## config.mk

```make
export PLATFORM = sky130hd
export DESIGN_NAME = pe_select_sequencer_flat
export DESIGN_NICKNAME = d
export VERILOG_FILES = /design/src/rtl/pe_pkg.sv /design/src/rtl/pe_select_sequencer_if.sv /design/src/rtl/pe_sel_decode.sv /design/src/rtl/pe_select_sequencer.sv /design/src/flat_wrapper.sv
export SDC_FILE = /design/constraint.sdc
export NUM_CORES = 1
export LEC_CHECK = 0
export ABC_AREA = 1
export CAP_MARGIN = 15
export CORE_ASPECT_RATIO = 1.5
export CORE_MARGIN = 2
export CORE_UTILIZATION = 48
export DETAILED_ROUTE_END_ITERATION = 12
export PLACE_DENSITY = 0.77
export SLEW_MARGIN = 0
export SYNTH_ARGS = -nofsm -noshare
export SYNTH_HDL_FRONTEND = slang
export SYNTH_HIERARCHICAL = 1
export SYNTH_SLANG_ARGS = --single-unit
```

## constraint.sdc

```tcl
create_clock -name clk -period 2.25 [get_ports clk]
set_input_delay 0.225 -clock clk [delete_from_list [all_inputs] [get_ports clk]]
set_output_delay 0.225 -clock clk [all_outputs]
set_load 0.005 [all_outputs]
```

## src/rtl/pe_pkg.sv

```systemverilog
// Shared types for the PE-select sequencer and anything that drives it.
package pe_pkg;

    typedef enum logic {PE_SEL_SINGLE, PE_SEL_SWEEP} pe_sel_mode_e;
    typedef enum logic {SEQ_IDLE, SEQ_ISSUE} pe_seq_state_e;

endpackage

```

## src/rtl/pe_select_sequencer_if.sv

```systemverilog
// Command and select handshake bundle between array controller and PE select sequencer.
interface pe_select_sequencer_if
    import pe_pkg::*;
#(
    parameter int ADDR_WIDTH = 3,
    parameter int NUM_OUT    = 1 << ADDR_WIDTH,
    parameter int CNT_WIDTH  = ADDR_WIDTH + 1
);

    logic                  cmd_valid;
    logic                  cmd_ready;
    pe_sel_mode_e          cmd_mode;
    logic [ADDR_WIDTH-1:0] cmd_addr;
    logic [CNT_WIDTH-1:0]  cmd_len;
    logic                  sel_valid;
    logic                  sel_ready;
    logic [NUM_OUT-1:0]    sel;
    logic [ADDR_WIDTH-1:0] sel_idx;
    logic                  done;
    logic                  err;

    modport master (
        output cmd_valid, cmd_mode, cmd_addr, cmd_len, sel_ready,
        input  cmd_ready, sel_valid, sel, sel_idx, done, err
    );

    modport slave (
        input  cmd_valid, cmd_mode, cmd_addr, cmd_len, sel_ready,
        output cmd_ready, sel_valid, sel, sel_idx, done, err
    );

endinterface

```

## src/rtl/pe_sel_decode.sv

```systemverilog
// Combinational index+enable to one-hot decode; all-zero when disabled or index out of range.
module pe_sel_decode #(
    parameter int ADDR_WIDTH = 3,
    parameter int NUM_OUT    = 1 << ADDR_WIDTH
) (
    input  logic [ADDR_WIDTH-1:0] idx,
    input  logic                  en,
    output logic [NUM_OUT-1:0]    onehot
);

    always_comb begin
        onehot = '0;
        for (int i = 0; i < NUM_OUT; i++) begin
            if (en && (idx == ADDR_WIDTH'(i))) begin
                onehot[i] = 1'b1;
            end
        end
    end

endmodule

```

## src/rtl/pe_select_sequencer.sv

```systemverilog
// Sequenced one-hot PE select: first select one cycle after command accept, one per cycle after.
// Each select holds while sel_ready is low; no new command is taken until the last select is accepted.
module pe_select_sequencer
    import pe_pkg::*;
#(
    parameter int ADDR_WIDTH = 3,
    parameter int NUM_OUT    = 1 << ADDR_WIDTH,
    parameter int CNT_WIDTH  = ADDR_WIDTH + 1
) (
    input  logic                  clk,
    input  logic                  rst,
    pe_select_sequencer_if.slave  bus
);

    localparam logic [ADDR_WIDTH:0]   NUM_OUT_W = (ADDR_WIDTH + 1)'(NUM_OUT);
    localparam logic [ADDR_WIDTH-1:0] LAST_IDX  = ADDR_WIDTH'(NUM_OUT - 1);

    pe_seq_state_e         state_q, nxt_state;
    logic [ADDR_WIDTH-1:0] idx_q, nxt_idx;
    logic [CNT_WIDTH-1:0]  rem_q, nxt_rem;
    logic                  nxt_done, nxt_err;
    logic [NUM_OUT-1:0]    nxt_sel;

    logic                  sel_valid_q;
    logic [NUM_OUT-1:0]    sel_q;
    logic [ADDR_WIDTH-1:0] sel_idx_q;
    logic                  done_q;
    logic                  err_q;

    assign bus.cmd_ready = (state_q == SEQ_IDLE) && !rst;
    assign bus.sel_valid = sel_valid_q;
    assign bus.sel       = sel_q;
    assign bus.sel_idx   = sel_idx_q;
    assign bus.done      = done_q;
    assign bus.err       = err_q;

    // Next-state is computed here so the select outputs can be registered from it directly.
    always_comb begin
        nxt_state = state_q;
        nxt_idx   = idx_q;
        nxt_rem   = rem_q;
        nxt_done  = 1'b0;
        nxt_err   = 1'b0;
        case (state_q)
            SEQ_IDLE: begin
                if (bus.cmd_valid) begin
                    if ({1'b0, bus.cmd_addr} >= NUM_OUT_W) begin
                        nxt_err = 1'b1;
                    end else if ((bus.cmd_mode == PE_SEL_SWEEP) && (bus.cmd_len == '0)) begin
                        nxt_done = 1'b1;
                    end else begin
                        nxt_idx   = bus.cmd_addr;
                        nxt_rem   = (bus.cmd_mode == PE_SEL_SINGLE) ? CNT_WIDTH'(1) : bus.cmd_len;
                        nxt_state = SEQ_ISSUE;
                    end
                end
            end
            SEQ_ISSUE: begin
                if (bus.sel_ready) begin
                    if (rem_q > CNT_WIDTH'(1)) begin
                        nxt_rem = rem_q - CNT_WIDTH'(1);
                        nxt_idx = (idx_q == LAST_IDX) ? '0 : idx_q + ADDR_WIDTH'(1);
                    end else begin
                        nxt_state = SEQ_IDLE;
                        nxt_done  = 1'b1;
                    end
                end
            end
            default: nxt_state = SEQ_IDLE;
        endcase
    end

    pe_sel_decode #(
        .ADDR_WIDTH (ADDR_WIDTH),
        .NUM_OUT    (NUM_OUT)
    ) u_decode (
        .idx    (nxt_idx),
        .en     (nxt_state == SEQ_ISSUE),
        .onehot (nxt_sel)
    );

    always_ff @(posedge clk) begin
        if (rst) begin
            state_q     <= SEQ_IDLE;
            idx_q       <= '0;
            rem_q       <= '0;
            sel_valid_q <= 1'b0;
            sel_q       <= '0;
            sel_idx_q   <= '0;
            done_q      <= 1'b0;
            err_q       <= 1'b0;
        end else begin
            state_q     <= nxt_state;
            idx_q       <= nxt_idx;
            rem_q       <= nxt_rem;
            sel_valid_q <= (nxt_state == SEQ_ISSUE);
            sel_q       <= nxt_sel;
            sel_idx_q   <= (nxt_state == SEQ_ISSUE) ? nxt_idx : '0;
            done_q      <= nxt_done;
            err_q       <= nxt_err;
        end
    end

endmodule

```

## src/flat_wrapper.sv

```systemverilog
// flat-port wrapper written by rule: the top's interface ports become plain ports
module pe_select_sequencer_flat import pe_pkg::*;
#(
    parameter int ADDR_WIDTH = 3,
    parameter int NUM_OUT    = 1 << ADDR_WIDTH,
    parameter int CNT_WIDTH  = ADDR_WIDTH + 1
)
  (clk, rst, bus_cmd_valid, bus_cmd_mode, bus_cmd_addr, bus_cmd_len, bus_sel_ready, bus_cmd_ready, bus_sel_valid, bus_sel, bus_sel_idx, bus_done, bus_err);
  pe_select_sequencer_if #(.ADDR_WIDTH(ADDR_WIDTH), .NUM_OUT(NUM_OUT), .CNT_WIDTH(CNT_WIDTH)) bus_i ();
  input  logic clk;
  input  logic rst;
  input wire logic [$bits(bus_i.cmd_valid)-1:0] bus_cmd_valid;
  input wire logic [$bits(bus_i.cmd_mode)-1:0] bus_cmd_mode;
  input wire logic [$bits(bus_i.cmd_addr)-1:0] bus_cmd_addr;
  input wire logic [$bits(bus_i.cmd_len)-1:0] bus_cmd_len;
  input wire logic [$bits(bus_i.sel_ready)-1:0] bus_sel_ready;
  output wire logic [$bits(bus_i.cmd_ready)-1:0] bus_cmd_ready;
  output wire logic [$bits(bus_i.sel_valid)-1:0] bus_sel_valid;
  output wire logic [$bits(bus_i.sel)-1:0] bus_sel;
  output wire logic [$bits(bus_i.sel_idx)-1:0] bus_sel_idx;
  output wire logic [$bits(bus_i.done)-1:0] bus_done;
  output wire logic [$bits(bus_i.err)-1:0] bus_err;
  assign bus_i.cmd_valid = bus_cmd_valid;
  assign bus_i.cmd_mode = bus_cmd_mode;
  assign bus_i.cmd_addr = bus_cmd_addr;
  assign bus_i.cmd_len = bus_cmd_len;
  assign bus_i.sel_ready = bus_sel_ready;
  assign bus_cmd_ready = bus_i.cmd_ready;
  assign bus_sel_valid = bus_i.sel_valid;
  assign bus_sel = bus_i.sel;
  assign bus_sel_idx = bus_i.sel_idx;
  assign bus_done = bus_i.done;
  assign bus_err = bus_i.err;
  pe_select_sequencer #(.ADDR_WIDTH(ADDR_WIDTH), .NUM_OUT(NUM_OUT), .CNT_WIDTH(CNT_WIDTH)) u_core (.clk(clk), .rst(rst), .bus(bus_i));
endmodule
```

==> metrics.yaml, run 1 <==
cts.sinks: 20
totalWireLength_microns: 2290
synth_top_area_share: 0.355
synth_nets: 178
die_x_microns: 43.6
fp-row-count: 21
layout_commonest_cell: "nor2_1"
clock_latency_ns: 0.31
core_sq_um: 2230
yosys-top-cells-area: "dfxtp_1 (36%), nor2_1 (10%), nand2_1 (9.0%)"
highest_layer: "met4"
cp_data_required_time_ns: 2.50
endpoint_kind: "flop"
max_slew.worst_pin.slew_ns: 0.559
ant_nets: 0
period_share: 0.831
vias: 1026
ir_drop_mv: 0.609
min_path_cells: 2
cp_common_cell: "inv_1"
gp_congestion: 0.912
leakagePower_uw: 0.000670
grt_pass1_wl_microns: 4020
root_buffer: "clkbuf_4"
htree_levels: 1
ys_seq_area_frac: 0.355
io_buffer_count: 25
remaining_drc_errors: 0
final.min_clock_period_ns: 1.87
final_cell_mix: "nor2_1 (31), nand2_1 (27), clkdlybuf4s50_1 (25), inv_1 (25), dfxtp_1 (20)"
cts_resized: 0
hold_violations: 0
die_h_microns: 63.4
num_antenna_cells: 0
wire_per_inst_microns: 10.8
start_kind: "flop"
drv_cap: 0
drt-pass1-iter-count: 4
via_per_inst: 4.84
die-area_sq_um: 2760
fin_skew_ns: 0.000402
crit_slowest_cell: "dfxtp_1"
gr-total-overflow: 0
cts_tree: "yes"
reg2reg_slack_ns: 0.38
grt_max_degree: 14
antenna_found_initial: 0
rsz0062_at_grt: "no"
syn_to_final_growth_pct: 28.1
cts_buffers: 3
path_max_fanout: 6
dr_wl_met2_microns: 1210
max_slew_margin: 0.627
fin_util: 0.646
clk_path_buf_depth: 2
start_util: 0.505
nNetsFinal: 206
pre_cts_slack_ns: 0.424
reg2regPathDepth: 13
grt_pass1_vias: 1006
worst_slack_ns: 0.380
r2r-end: "u_core/bus.sel[5]$_SDFF_PP0_"
crit_chain: "inv_1, ha_1, o21ai_4, nand2_2, nand2_1, nand3_1, nand2_2, inv_1, inv_1, nand2_1, nor2_1, inv_1, nor2_1"
slowest_delay_ns: 0.41
fmax_ghz: 0.535
ys_ff_latch: 20
syn_avg_cell_area_sq_um: 6.96
hold_slack_ns: 0.506
drt_iter0_markers: 22
crit_family: "simple AND/OR/NAND/NOR gates"
clk_pin_slew_worst_paths_ns: 0.11
critical_path_buf_inv_count: 4
hpwl_microns: 1850
place_inst: 208
r2r-start: "u_core/rem_q[0]$_SDFFE_PP0P_"
postCtsSetupBuffers: 0
power.density_nw_per_um2: 683
final_cells: 212
synth_cell_type_count: 23
yosysWarnings: 6
netlist_instances: 162
fin_setup_tns_ns: 0
worstPathArrival_ns: 2.12
hold_start: "u_core/rem_q[1]$_SDFFE_PP0P_"
synth_top_cell_by_area: "dfxtp_1"
crit_type: "flop to flop"
maxSlewViolCount: 0
setup_viol: 0
status: "complete, no violations"
hp-class: "flop to flop"
cts_hold_buf: 0
wl_met1_microns: 957
hold_end: "u_core/rem_q[1]$_SDFFE_PP0P_"
met3_length_microns: 74
syn_area_sq_um: 1130
drive_above_1_share: 0.190
io_pins: 27
grt_usage: 0.187
## per-stage QoR
| stage | total power (uW) | cell area (sq um) |
|---|---|---|
| after floorplan | 608 | 1130 |
| after global placement | 690 | 1390 |
| after detailed placement | 700 | 1390 |
| after CTS | 996 | 1440 |
| after global routing | 1050 | 1440 |
| final | 987 | 1440 |
## worst min-delay path, cell delays in order (launching register included)
cell     delay, ns
dfxtp_1       0.37
nor2_2        0.05
nor2_2        0.06
## logic make-up after synthesis
| logic type | share of synthesized area |
|---|---|
| adders and majority gates | 0.0444 |
| AOI/OAI and AO/OA | 0.0277 |
| DFF | 0.355 |
| and+or+nand+nor | 0.446 |
| other | 0.00333 |
| buffers and inverters | 0.123 |
## synthesized netlist by cell type
library cell  number
o21ai_4            1
clkinv_4           1
ha_1               4
conb_1             1
inv_2              1
nand3_2            5
dfxtp_1           20
nor2_1            31
nand2_2            7
buf_4              1
nand3_1           15
nand4_2            1
clkbuf_1           1
inv_4              1
buf_6              1
a21oi_1            3
nand2_1           27
nand2_4            2
clkinv_1           1
nand4_1            1
inv_1             25
or2_2              1
nor2_2            11
## state kept, by name, indices dropped and copies added, names as in the netlist
register / flops
u_core/bus.sel_valid: 1
u_core/bus.sel: 8
u_core/rem_q: 4
u_core/bus.done: 1
u_core/idx_q: 3
u_core/bus.sel_idx: 3
## final cells by class
cell class | instances | area, sq um
clock buffers | 3 | 22.5
clock inverters | 1 | 30.0
fillers | 209 | 790
inverters | 29 | 116
multi-input cells | 110 | 588
flip-flops and latches | 20 | 400
well taps | 23 | 28.8
repair buffers | 26 | 258
## per-layer routing
metal  global-route usage  vias to the layer above
met2                0.336                       22
met1                0.207                      452
met3               0.0258                        7
met4               0.0795                        0
li1                     -                      545
met5                    0                        -
## worst max-delay path by stage
stage / cells after the start / from / slack [ns] / to
3_5_place_dp: 13 / u_core/rem_q[0]$_SDFFE_PP0P_ / 0.42 / u_core/bus.sel[5]$_SDFF_PP0_
3_3_place_gp: 12 / bus_cmd_len[0] / 0.49 / u_core/bus.sel[0]$_SDFF_PP0_
6_report: 13 / u_core/rem_q[0]$_SDFFE_PP0P_ / 0.38 / u_core/bus.sel[5]$_SDFF_PP0_
4_1_cts: 13 / u_core/rem_q[0]$_SDFFE_PP0P_ / 0.39 / u_core/bus.sel[5]$_SDFF_PP0_
2_1_floorplan: 13 / u_core/rem_q[0]$_SDFFE_PP0P_ / 0.68 / u_core/bus.sel[2]$_SDFF_PP0_
5_1_grt: 13 / u_core/rem_q[0]$_SDFFE_PP0P_ / 0.19 / u_core/bus.sel[0]$_SDFF_PP0_
## report_power, final
part / internal (uW) / total, uW / switching (uW) / leakage, uW
logic: 123 / 283 / 160 / 0.000478
registers: 384 / 410 / 26.3 / 0.000164
clock network: 180 / 294 / 114 / 0.0000279
total: 686 / 987 / 300 / 0.000670
Power figures use the tool's default switching activity.
==> run 2, diff against run 1 <==
Settings changed: CORE_UTILIZATION 48 to 44, PLACE_DENSITY 0.77 to 0.74.
Clock period 2.25 ns to 1.7 ns, I/O delays scaled along.
==> metrics.yaml, run 2 (synthesized netlist as in run 1, its figures left out) <==
endpoint_kind: "flop"
wire_per_inst_microns: 12.2  # +12%
hold_end: "u_core/rem_q[2]$_SDFFE_PP0P_"
clock_latency_ns: 0.30  # about the same
slowest_delay_ns: 0.34  # -0.07 ns
htree_levels: 1  # unchanged
cts_tree: "yes"
reg2regPathDepth: 10  # -3
fmax_ghz: 0.591  # +10%
drt_iter0_markers: 32  # +45%
power.density_nw_per_um2: 872  # +28%
dr_wl_met2_microns: 1610  # +33%
start_kind: "flop"
via_per_inst: 4.93  # +1.9%
period_share: 0.996  # +0.165
grt_max_degree: 14  # unchanged
final.min_clock_period_ns: 1.69  # -0.177 ns
hold_start: "u_core/rem_q[2]$_SDFFE_PP0P_"
grt_usage: 0.206  # +0.0191
ir_drop_mv: 0.849  # +39%
worstPathArrival_ns: 1.94  # -0.18 ns
vias: 1124  # +9.6%
grt_pass1_vias: 1111  # +10%
die_h_microns: 66.0  # +4.2%
clk_path_buf_depth: 2  # unchanged
num_antenna_cells: 0  # unchanged
critical_path_buf_inv_count: 1  # -3
wl_met1_microns: 1050  # +9.2%
reg2reg_slack_ns: 0.007  # -0.37 ns
maxSlewViolCount: 0  # unchanged
syn_to_final_growth_pct: 44.1
r2r-end: "u_core/bus.sel[7]$_SDFF_PP0_"
drv_cap: 0  # unchanged
leakagePower_uw: 0.000747  # +11%
crit_slowest_cell: "dfxtp_2"
hold_violations: 0  # unchanged
gr-total-overflow: 0  # unchanged
highest_layer: "met4"
io_pins: 27  # unchanged
status: "complete, no violations"
hpwl_microns: 2070  # +12%
min_path_cells: 2  # unchanged
met3_length_microns: 92  # +24%
final_cell_mix: "nor2_1 (30), clkdlybuf4s50_1 (25), nand2_1 (21)"
r2r-start: "u_core/idx_q[0]$_SDFF_PP0_"
die_x_microns: 45.3  # +4.0%
root_buffer: "clkbuf_4"
layout_commonest_cell: "nor2_1"
fin_setup_tns_ns: 0  # unchanged
cts.sinks: 20  # unchanged
crit_chain: "ha_1, ha_1, or2_2, nand3_1, nand3_2, nand2_2, nand2_1, nor2_1, inv_1, nor2_1"
ant_nets: 0  # unchanged
clk_pin_slew_worst_paths_ns: 0.11  # about the same
hold_slack_ns: 0.573  # +0.0674 ns
fp-row-count: 22  # +4.8%
cts_buffers: 3  # unchanged
hp-class: "flop to flop"
crit_family: "simple AND/OR/NAND/NOR gates"
gp_congestion: 0.860  # -5.6%
remaining_drc_errors: 0  # unchanged
crit_type: "flop to flop"
fillers: 205  # -1.9%
power.total_uw: 1420  # +44%
grt_pass1_wl_microns: 4610  # +15%
largest_reg_flops: 8  # unchanged
nNetsFinal: 221  # +7.3%
drive_above_1_share: 0.353  # +0.162
io_buffer_count: 25  # unchanged
antenna_found_initial: 0  # unchanged
setup_viol: 0  # unchanged
cp_data_required_time_ns: 1.95  # -0.55 ns
rsz0062_at_grt: "yes"
die-area_sq_um: 2990  # +8.4%
start_util: 0.460  # -0.0446
fin_skew_ns: 0.00456  # +0.00416 ns
totalWireLength_microns: 2770  # +21%
path_max_fanout: 3  # -3
drt-pass1-iter-count: 4  # unchanged
core_sq_um: 2450  # +9.7%
## run 2: cell types whose count changed in the layout (fill, tap and decap cells not counted), sizes merged
cell  delta
buf     +15
## run 2: timing repair
| action | CTS | global route |
|---|---|---|
| setup endpoints to repair | 8 | 10 |
| endpoints found under the hold margin | 0 | 0 |
| hold buffers | 0 | 0 |
| setup buffers | 3 | 3 |
| resized for setup | 6 | 20 |
| gates cloned | 0 | 0 |
| pin swaps | 5 | 13 |
## run 2: worst max-delay path by stage
stage                                          from                      endpoint  slack (ns)  depth (start not counted)
floorplan              u_core/rem_q[0]$_SDFFE_PP0P_  u_core/bus.sel[2]$_SDFF_PP0_        0.13                         13
global placement       u_core/rem_q[0]$_SDFFE_PP0P_  u_core/bus.sel[0]$_SDFF_PP0_       -0.06                         13
detailed placement     u_core/rem_q[0]$_SDFFE_PP0P_  u_core/bus.sel[0]$_SDFF_PP0_       -0.08                         13
CTS                 u_core/bus.sel_valid$_SDFF_PP0_                 bus_sel_valid       0.005                          1
global route             u_core/idx_q[0]$_SDFF_PP0_  u_core/bus.sel[6]$_SDFF_PP0_       -0.14                         11
finish                   u_core/idx_q[0]$_SDFF_PP0_  u_core/bus.sel[7]$_SDFF_PP0_       0.007                         10
## run 2: final cells by class
class | count | area (sq um) | share of cell area
clock buffers | 3 | 22.5 | 0.0139
clock inverters | 1 | 30.0 | 0.0185
inverters | 29 | 121 | 0.0747
multi-input cells | 110 | 641 | 0.394
flip-flops and latches | 20 | 409 | 0.252
well taps | 24 | 30.0 | 0.0185
repair buffers | 41 | 370 | 0.228
## run 2: where the power goes
part           leakage [uW]  switching, uW  total, uW  internal (uW)
Sequential         0.000166           37.7        549            511
Clock             0.0000279            143        381            238
Combinational      0.000554            254        487            233
## run 2: worst register-to-register path: cells and delay by family (launching register included)
family,cells,cell delay [ns]
DFF,1,0.34
buffers and inverters,1,0.05
adders and majority gates,2,0.37
and+or+nand+nor,7,0.88
## run 2: stage by stage
stage / instances / utilization / area [sq um] / worst slack [ns]
after global placement: 218 / 0.596 / 1460 / -0.0640
final: 228 / 0.663 / 1620 / 0.00688
after global routing: 228 / 0.663 / 1620 / -0.140
after CTS: 225 / 0.631 / 1550 / 0.00537
after detailed placement: 218 / 0.596 / 1460 / -0.0803
after floorplan: 162 / - / 1130 / 0.132
## run 2: metal layers
metal  vias to the layer above  global-route usage
li1                        569                   -
met1                       524               0.216
met2                        29               0.388
met3                         2              0.0328
met4                         0              0.0772
met5                         -                   0
